**config.mk**
```make
export PLATFORM = sky130hd
export DESIGN_NAME = fpu_sequencer_flat
export DESIGN_NICKNAME = d
export VERILOG_FILES = /design/src/rtl/fpu_pkg.sv /design/src/rtl/fpu_sequencer_if.sv /design/src/rtl/fpu_sequencer.sv /design/src/flat_wrapper.sv
export SDC_FILE = /design/constraint.sdc
export NUM_CORES = 1
export LEC_CHECK = 0
export BUFFER_PORTS_ARGS = -buffer_cell sky130_fd_sc_hd__buf_2
export CORE_MARGIN = 2
export CORE_UTILIZATION = 37
export DETAILED_ROUTE_END_ITERATION = 16
export PLACE_DENSITY = 0.75
export SLEW_MARGIN = 15
export SYNTH_ARGS = -nofsm -noshare
export SYNTH_HDL_FRONTEND = slang
export SYNTH_SLANG_ARGS = --single-unit
```
**constraint.sdc**
```tcl
create_clock -name clk -period 1.9 [get_ports clk]
set_input_delay 0.57 -clock clk [delete_from_list [all_inputs] [get_ports clk]]
set_output_delay 0.57 -clock clk [all_outputs]
set_load 0.02 [all_outputs]
```
**src/rtl/fpu_pkg.sv**
```systemverilog
// Shared FP op codes, sequencer state encoding and default execute latencies.
// Imported by the decoder, the FP ALU and the sequencer.
package fpu_pkg;

  localparam int unsigned OP_W  = 3;
  localparam int unsigned DST_W = 2;
  localparam int unsigned REG_W = 5;
  localparam int unsigned CNT_W = 4;

  localparam logic [OP_W-1:0] OP_ADD  = 3'd0;
  localparam logic [OP_W-1:0] OP_MUL  = 3'd1;
  localparam logic [OP_W-1:0] OP_DIV  = 3'd2;
  localparam logic [OP_W-1:0] OP_SQRT = 3'd3;

  localparam int unsigned DEF_LAT_ADD  = 2;
  localparam int unsigned DEF_LAT_MUL  = 3;
  localparam int unsigned DEF_LAT_DIV  = 8;
  localparam int unsigned DEF_LAT_SQRT = 10;

  typedef enum logic [1:0] {
    ST_IDLE = 2'd0,
    ST_EXEC = 2'd1,
    ST_WB   = 2'd2
  } state_e;

  // Operation captured at issue and held until write-back
  typedef struct packed {
    logic [OP_W-1:0]  op;
    logic             src_imm;
    logic [REG_W-1:0] addr;
  } fpu_cmd_t;

  function automatic logic is_legal(input logic [OP_W-1:0] op, input logic [DST_W-1:0] dst);
    return (op <= OP_SQRT) && (dst <= 2'd1);
  endfunction

endpackage

```
**src/rtl/fpu_sequencer_if.sv**
```systemverilog
// Decoder-side issue fields and ALU / register-file side control of the FP sequencer.
interface fpu_sequencer_if;

  logic                          issue_valid;
  logic [fpu_pkg::OP_W-1:0]      fp_alu_cntrl;
  logic [fpu_pkg::DST_W-1:0]     fp_reg_dst;
  logic                          fp_alu_src;
  logic [fpu_pkg::REG_W-1:0]     Rt;
  logic [fpu_pkg::REG_W-1:0]     Rd;

  logic                          fpu_start;
  logic [fpu_pkg::OP_W-1:0]      fpu_op;
  logic                          fpu_src_imm;
  logic                          stall;
  logic                          busy;
  logic                          wb_en;
  logic [fpu_pkg::REG_W-1:0]     wb_addr;
  logic                          illegal;

  modport master (
    output issue_valid, fp_alu_cntrl, fp_reg_dst, fp_alu_src, Rt, Rd,
    input  fpu_start, fpu_op, fpu_src_imm, stall, busy, wb_en, wb_addr, illegal
  );

  modport slave (
    input  issue_valid, fp_alu_cntrl, fp_reg_dst, fp_alu_src, Rt, Rd,
    output fpu_start, fpu_op, fpu_src_imm, stall, busy, wb_en, wb_addr, illegal
  );

endinterface

```
**src/rtl/fpu_sequencer.sv**
```systemverilog
// Single-issue FP sequencer: launches one op, counts its fixed latency, then
// raises a one-cycle write-back. Further FP issue is stalled while executing.
module fpu_sequencer
  import fpu_pkg::*;
#(
  parameter int unsigned LAT_ADD  = DEF_LAT_ADD,
  parameter int unsigned LAT_MUL  = DEF_LAT_MUL,
  parameter int unsigned LAT_DIV  = DEF_LAT_DIV,
  parameter int unsigned LAT_SQRT = DEF_LAT_SQRT
) (
  input  logic            clk,
  input  logic            reset,
  fpu_sequencer_if.slave  bus
);

  state_e           state_q, state_d;
  logic [CNT_W-1:0] cnt_q, cnt_d;
  fpu_cmd_t         cmd_q, cmd_d;
  logic             start_q, start_d;
  logic             wb_q, wb_d;
  logic             illegal_q, illegal_d;
  logic             busy_q;
  logic             legal;

  function automatic logic [CNT_W-1:0] lat_of(input logic [OP_W-1:0] op);
    case (op)
      OP_ADD:  lat_of = CNT_W'(LAT_ADD);
      OP_MUL:  lat_of = CNT_W'(LAT_MUL);
      OP_DIV:  lat_of = CNT_W'(LAT_DIV);
      OP_SQRT: lat_of = CNT_W'(LAT_SQRT);
      default: lat_of = '0;
    endcase
  endfunction

  assign legal = is_legal(bus.fp_alu_cntrl, bus.fp_reg_dst);

  // Next-state, counter and pulse generation
  always_comb begin
    state_d   = state_q;
    cnt_d     = cnt_q;
    cmd_d     = cmd_q;
    start_d   = 1'b0;
    wb_d      = 1'b0;
    illegal_d = 1'b0;
    case (state_q)
      ST_IDLE, ST_WB: begin
        state_d = ST_IDLE;
        if (bus.issue_valid && legal) begin
          state_d       = ST_EXEC;
          cnt_d         = lat_of(bus.fp_alu_cntrl);
          cmd_d.op      = bus.fp_alu_cntrl;
          cmd_d.src_imm = bus.fp_alu_src;
          cmd_d.addr    = (bus.fp_reg_dst == 2'd1) ? bus.Rd : bus.Rt;
          start_d       = 1'b1;
        end else if (bus.issue_valid) begin
          illegal_d = 1'b1;
        end
      end
      ST_EXEC: begin
        cnt_d = cnt_q - CNT_W'(1);
        if (cnt_q <= CNT_W'(1)) begin
          state_d = ST_WB;
          wb_d    = 1'b1;
        end
      end
      default: state_d = ST_IDLE;
    endcase
  end

  always_ff @(posedge clk) begin
    if (reset) begin
      state_q   <= ST_IDLE;
      cnt_q     <= '0;
      cmd_q     <= '0;
      start_q   <= 1'b0;
      wb_q      <= 1'b0;
      illegal_q <= 1'b0;
      busy_q    <= 1'b0;
    end else begin
      state_q   <= state_d;
      cnt_q     <= cnt_d;
      cmd_q     <= cmd_d;
      start_q   <= start_d;
      wb_q      <= wb_d;
      illegal_q <= illegal_d;
      busy_q    <= (state_d != ST_IDLE);
    end
  end

  assign bus.fpu_start   = start_q;
  assign bus.fpu_op      = cmd_q.op;
  assign bus.fpu_src_imm = cmd_q.src_imm;
  assign bus.wb_addr     = cmd_q.addr;
  assign bus.wb_en       = wb_q;
  assign bus.illegal     = illegal_q;
  assign bus.busy        = busy_q;
  // Only the executing window blocks a new FP issue; WB accepts back-to-back
  assign bus.stall       = bus.issue_valid && (state_q == ST_EXEC);

endmodule

```
**src/flat_wrapper.sv**
```systemverilog
// flat-port wrapper written by rule: the top's interface ports become plain ports
module fpu_sequencer_flat import fpu_pkg::*;
#(
  parameter int unsigned LAT_ADD  = DEF_LAT_ADD,
  parameter int unsigned LAT_MUL  = DEF_LAT_MUL,
  parameter int unsigned LAT_DIV  = DEF_LAT_DIV,
  parameter int unsigned LAT_SQRT = DEF_LAT_SQRT
)
  (clk, reset, bus_issue_valid, bus_fp_alu_cntrl, bus_fp_reg_dst, bus_fp_alu_src, bus_Rt, bus_Rd, bus_fpu_start, bus_fpu_op, bus_fpu_src_imm, bus_stall, bus_busy, bus_wb_en, bus_wb_addr, bus_illegal);
  fpu_sequencer_if bus_i ();
  input  logic clk;
  input  logic reset;
  input wire logic [$bits(bus_i.issue_valid)-1:0] bus_issue_valid;
  input wire logic [$bits(bus_i.fp_alu_cntrl)-1:0] bus_fp_alu_cntrl;
  input wire logic [$bits(bus_i.fp_reg_dst)-1:0] bus_fp_reg_dst;
  input wire logic [$bits(bus_i.fp_alu_src)-1:0] bus_fp_alu_src;
  input wire logic [$bits(bus_i.Rt)-1:0] bus_Rt;
  input wire logic [$bits(bus_i.Rd)-1:0] bus_Rd;
  output wire logic [$bits(bus_i.fpu_start)-1:0] bus_fpu_start;
  output wire logic [$bits(bus_i.fpu_op)-1:0] bus_fpu_op;
  output wire logic [$bits(bus_i.fpu_src_imm)-1:0] bus_fpu_src_imm;
  output wire logic [$bits(bus_i.stall)-1:0] bus_stall;
  output wire logic [$bits(bus_i.busy)-1:0] bus_busy;
  output wire logic [$bits(bus_i.wb_en)-1:0] bus_wb_en;
  output wire logic [$bits(bus_i.wb_addr)-1:0] bus_wb_addr;
  output wire logic [$bits(bus_i.illegal)-1:0] bus_illegal;
  assign bus_i.issue_valid = bus_issue_valid;
  assign bus_i.fp_alu_cntrl = bus_fp_alu_cntrl;
  assign bus_i.fp_reg_dst = bus_fp_reg_dst;
  assign bus_i.fp_alu_src = bus_fp_alu_src;
  assign bus_i.Rt = bus_Rt;
  assign bus_i.Rd = bus_Rd;
  assign bus_fpu_start = bus_i.fpu_start;
  assign bus_fpu_op = bus_i.fpu_op;
  assign bus_fpu_src_imm = bus_i.fpu_src_imm;
  assign bus_stall = bus_i.stall;
  assign bus_busy = bus_i.busy;
  assign bus_wb_en = bus_i.wb_en;
  assign bus_wb_addr = bus_i.wb_addr;
  assign bus_illegal = bus_i.illegal;
  fpu_sequencer #(.LAT_ADD(LAT_ADD), .LAT_MUL(LAT_MUL), .LAT_DIV(LAT_DIV), .LAT_SQRT(LAT_SQRT)) u_core (.clk(clk), .reset(reset), .bus(bus_i));
endmodule
```
==> results.md <==
* Core region area at 2170 um^2
* Syn Area/Cell at roughly 9.8 um^2
* CTS root buffer: clkbuf_4
* CTS sink cnt at 19
* Gpl congestion at 0.721
* CP Launch Type: register
* Placed insts at 142
* Async SR Flop Fraction at 0%
* Final Net Count at 140
* Clock transition at the registers of the reported paths at roughly 0.1 ns
* FF+latch count, synth at 19
* Skew final at 0.00301 ns
* Post-synth EDFFs at 0
* # Max-Cap Violations at 0
* Rel. slew slack at 76.8%
* Mapped Cells at 84
* DP Area at slightly above 1000 um^2
* Sequential fraction of the synthesis area at 46.0%
* Total congestion overflow at 0
* Clk Latency, worst-skew pair at 0.30 ns
* Main synth FF type: dfxtp_1
* Via count at 734
* Worst Path Required at ~1.3 ns
* Mapped cell area at 827 um^2
* DR WL/cell at 11.8 um
* Post-layout util at 47.8%
* Synth cell types at 30
* Port-buffer cells at 32
* Die Height at a little over 50 um
* Top Ports at 33
* Flop2flop setup slack at 0.56 ns
* Inserted Clock Buffers at 3
* Worst slew pin tran at between 0.3 and 0.4 ns
* Die area at 2630 um^2
* TritonCTS clock tree: done
* Initial Utilization at 38.1%
* FF-to-FF Start: u_core.state_q[0]
* CP max FO at 6
* Layout Cells excl Fill at 146
* Setup TNS at 0 ns
* Status: finished, final reports clean
* Number of hold buffers added after CTS at 0
* H-tree depth at 1
* Drt pass-1 iters at 4
* CTS Buffer Depth at 2
* Fin Hold WS at 0.458 ns
* Most frequent cells in the layout: buf_2 (32), dfxtp_1 (18), nor2_1 (9)
* Total Wirelength at approximately 1700 um
* Fmax at 0.551 GHz
* Synth Net Count at 105
* DRC violations left at 0
* Critical R2R Capture: u_core.cnt_q[3]
* Die width at 51.3 um
* Detailed Route Iter0 Violations at 9
* Gr usage total at around 14%
* Post-DP HPWL at 1350 um
* Worst Hold Depth at 2
* Setup repair bufs after CTS at 0
* Commonest non-fill, non-tap cell in the layout: buf_2
* Power Dens Cells at 726 nW/um^2
* Initial antenna violation count at 0
* Post-route cell area at roughly 1000 um^2
* P&R area growth vs syn at 25.4%
* Crit path DAT at 1.24 ns
* Via/cell ratio at 5.03
* RSZ-0062 raised after global routing: false
* First-pass GRT wire length at ~2800 um
* Core Rows at 17
* Vias in the first global route at 675
* Syn. warnings at 0
* Slew Limit Fails at 0
* Worst reg2reg path depth at 3
* Layout cells sized above 1 at 35.6%
* Final hold viol count at 0
* Hold path endpoint: u_core.bus.fpu_op[1]
* Crit end category: output port
* Peak VDD IR at 0.480 mV
* Lkg Pwr at 0.457 nW
* Min Tclk post-route at 1.81 ns
* ANT cells at 0
* Largest net degree at the start of global routing at 20
* Final Setup Violations at 0
* Worst Hold Class: register to register
* Post-route ant nets at 0
* HP Start: u_core.bus.fpu_op[1]
* CP Class: register to output port
* Tcrit/Tclk final at 95.5%
state kept, by name (all words and copies together), names as in the netlist:
register / count
u_core.cnt_q: 4
u_core.bus.fpu_op: 3
u_core.bus.fpu_src_imm: 1
u_core.bus.illegal: 1
u_core.bus.busy: 1
u_core.state_q: 2
u_core.bus.wb_en: 1
u_core.bus.wb_addr: 5
u_core.bus.fpu_start: 1
metrics by stage:
stage               setup slack (ns)  power [mW]
finish                        0.0852       0.753
detailed placement             0.189       0.562
floorplan                      0.333       0.517
global placement               0.224       0.558
global route                  0.0146       0.796
CTS                           0.0718       0.762
worst max-delay path, cell delays in order, from the launching register on:
cell and delay, ns:
dfxtp_2 0.42, and2b_1 0.24, and2_1 0.14, buf_2 0.15
layer usage:
layer	track usage (%)	vias up	routed length, um
li1	-	367	-
met1	14.2	337	683
met2	26.8	26	899
met3	3.22	4	106
met4	7.89	0	31
met5	0	-	0
kinds of logic (layout without fill, tap and decap cells):
| logic type | count (synthesis) | count (layout) | synth area share (%) |
|---|---|---|---|
| compound gates | 17 | 17 | 13.8 |
| xor+xnor | 1 | 1 | 1.06 |
| fa+ha+maj | 2 | 2 | 3.03 |
| buf+inv | 7 | 41 | 5.14 |
| flops | 19 | 19 | 46.0 |
| mux | 6 | 6 | 7.41 |
| simple gates | 32 | 32 | 23.6 |
cells in the mapped netlist, drive strengths merged (3+ instances only):
master | number | area [um^2]
nor2 | 9 | 33.8
dfxtp | 19 | 380
a211oi | 5 | 37.5
nand2 | 6 | 22.5
buf | 3 | 26.3
nor4b | 4 | 50.1
a21oi | 7 | 35.0
mux2i | 5 | 50.1
area by class of cell:
type	count	area, um^2
Fill cell	226	1130
Tap cell	28	35.0
Multi-Input combinational cell	58	404
Sequential cell	19	382
Clock buffer	4	26.3
Timing Repair Buffer	35	183
Inverter	2	7.51
how the worst max path moves through the flow:
stage | startpoint | endpoint | slack [ns]
3_5_place_dp | bus_fp_alu_cntrl[2] | u_core.cnt_q[3] | 0.19
2_1_floorplan | bus_fp_alu_cntrl[2] | u_core.cnt_q[3] | 0.33
6_report | u_core.state_q[0] | bus_stall | 0.09
5_1_grt | u_core.state_q[0] | bus_stall | 0.01
3_3_place_gp | bus_fp_alu_cntrl[2] | u_core.cnt_q[3] | 0.22
4_1_cts | u_core.state_q[0] | bus_stall | 0.07
power by group:
group | switching, mW | total [mW] | internal (mW) | leakage [nW]
Clock | 0.118 | 0.200 | 0.0819 | 0.0150
Sequential | 0.0119 | 0.428 | 0.416 | 0.155
Combinational | 0.0679 | 0.125 | 0.0573 | 0.287
timing repair:
| item | CTS | global route |
|---|---|---|
| endpoints found under the hold margin | 0 | 0 |
| resized for setup | 1 | 0 |
| setup endpoints to repair | 1 | 0 |
(Power assumes the default switching activity.)
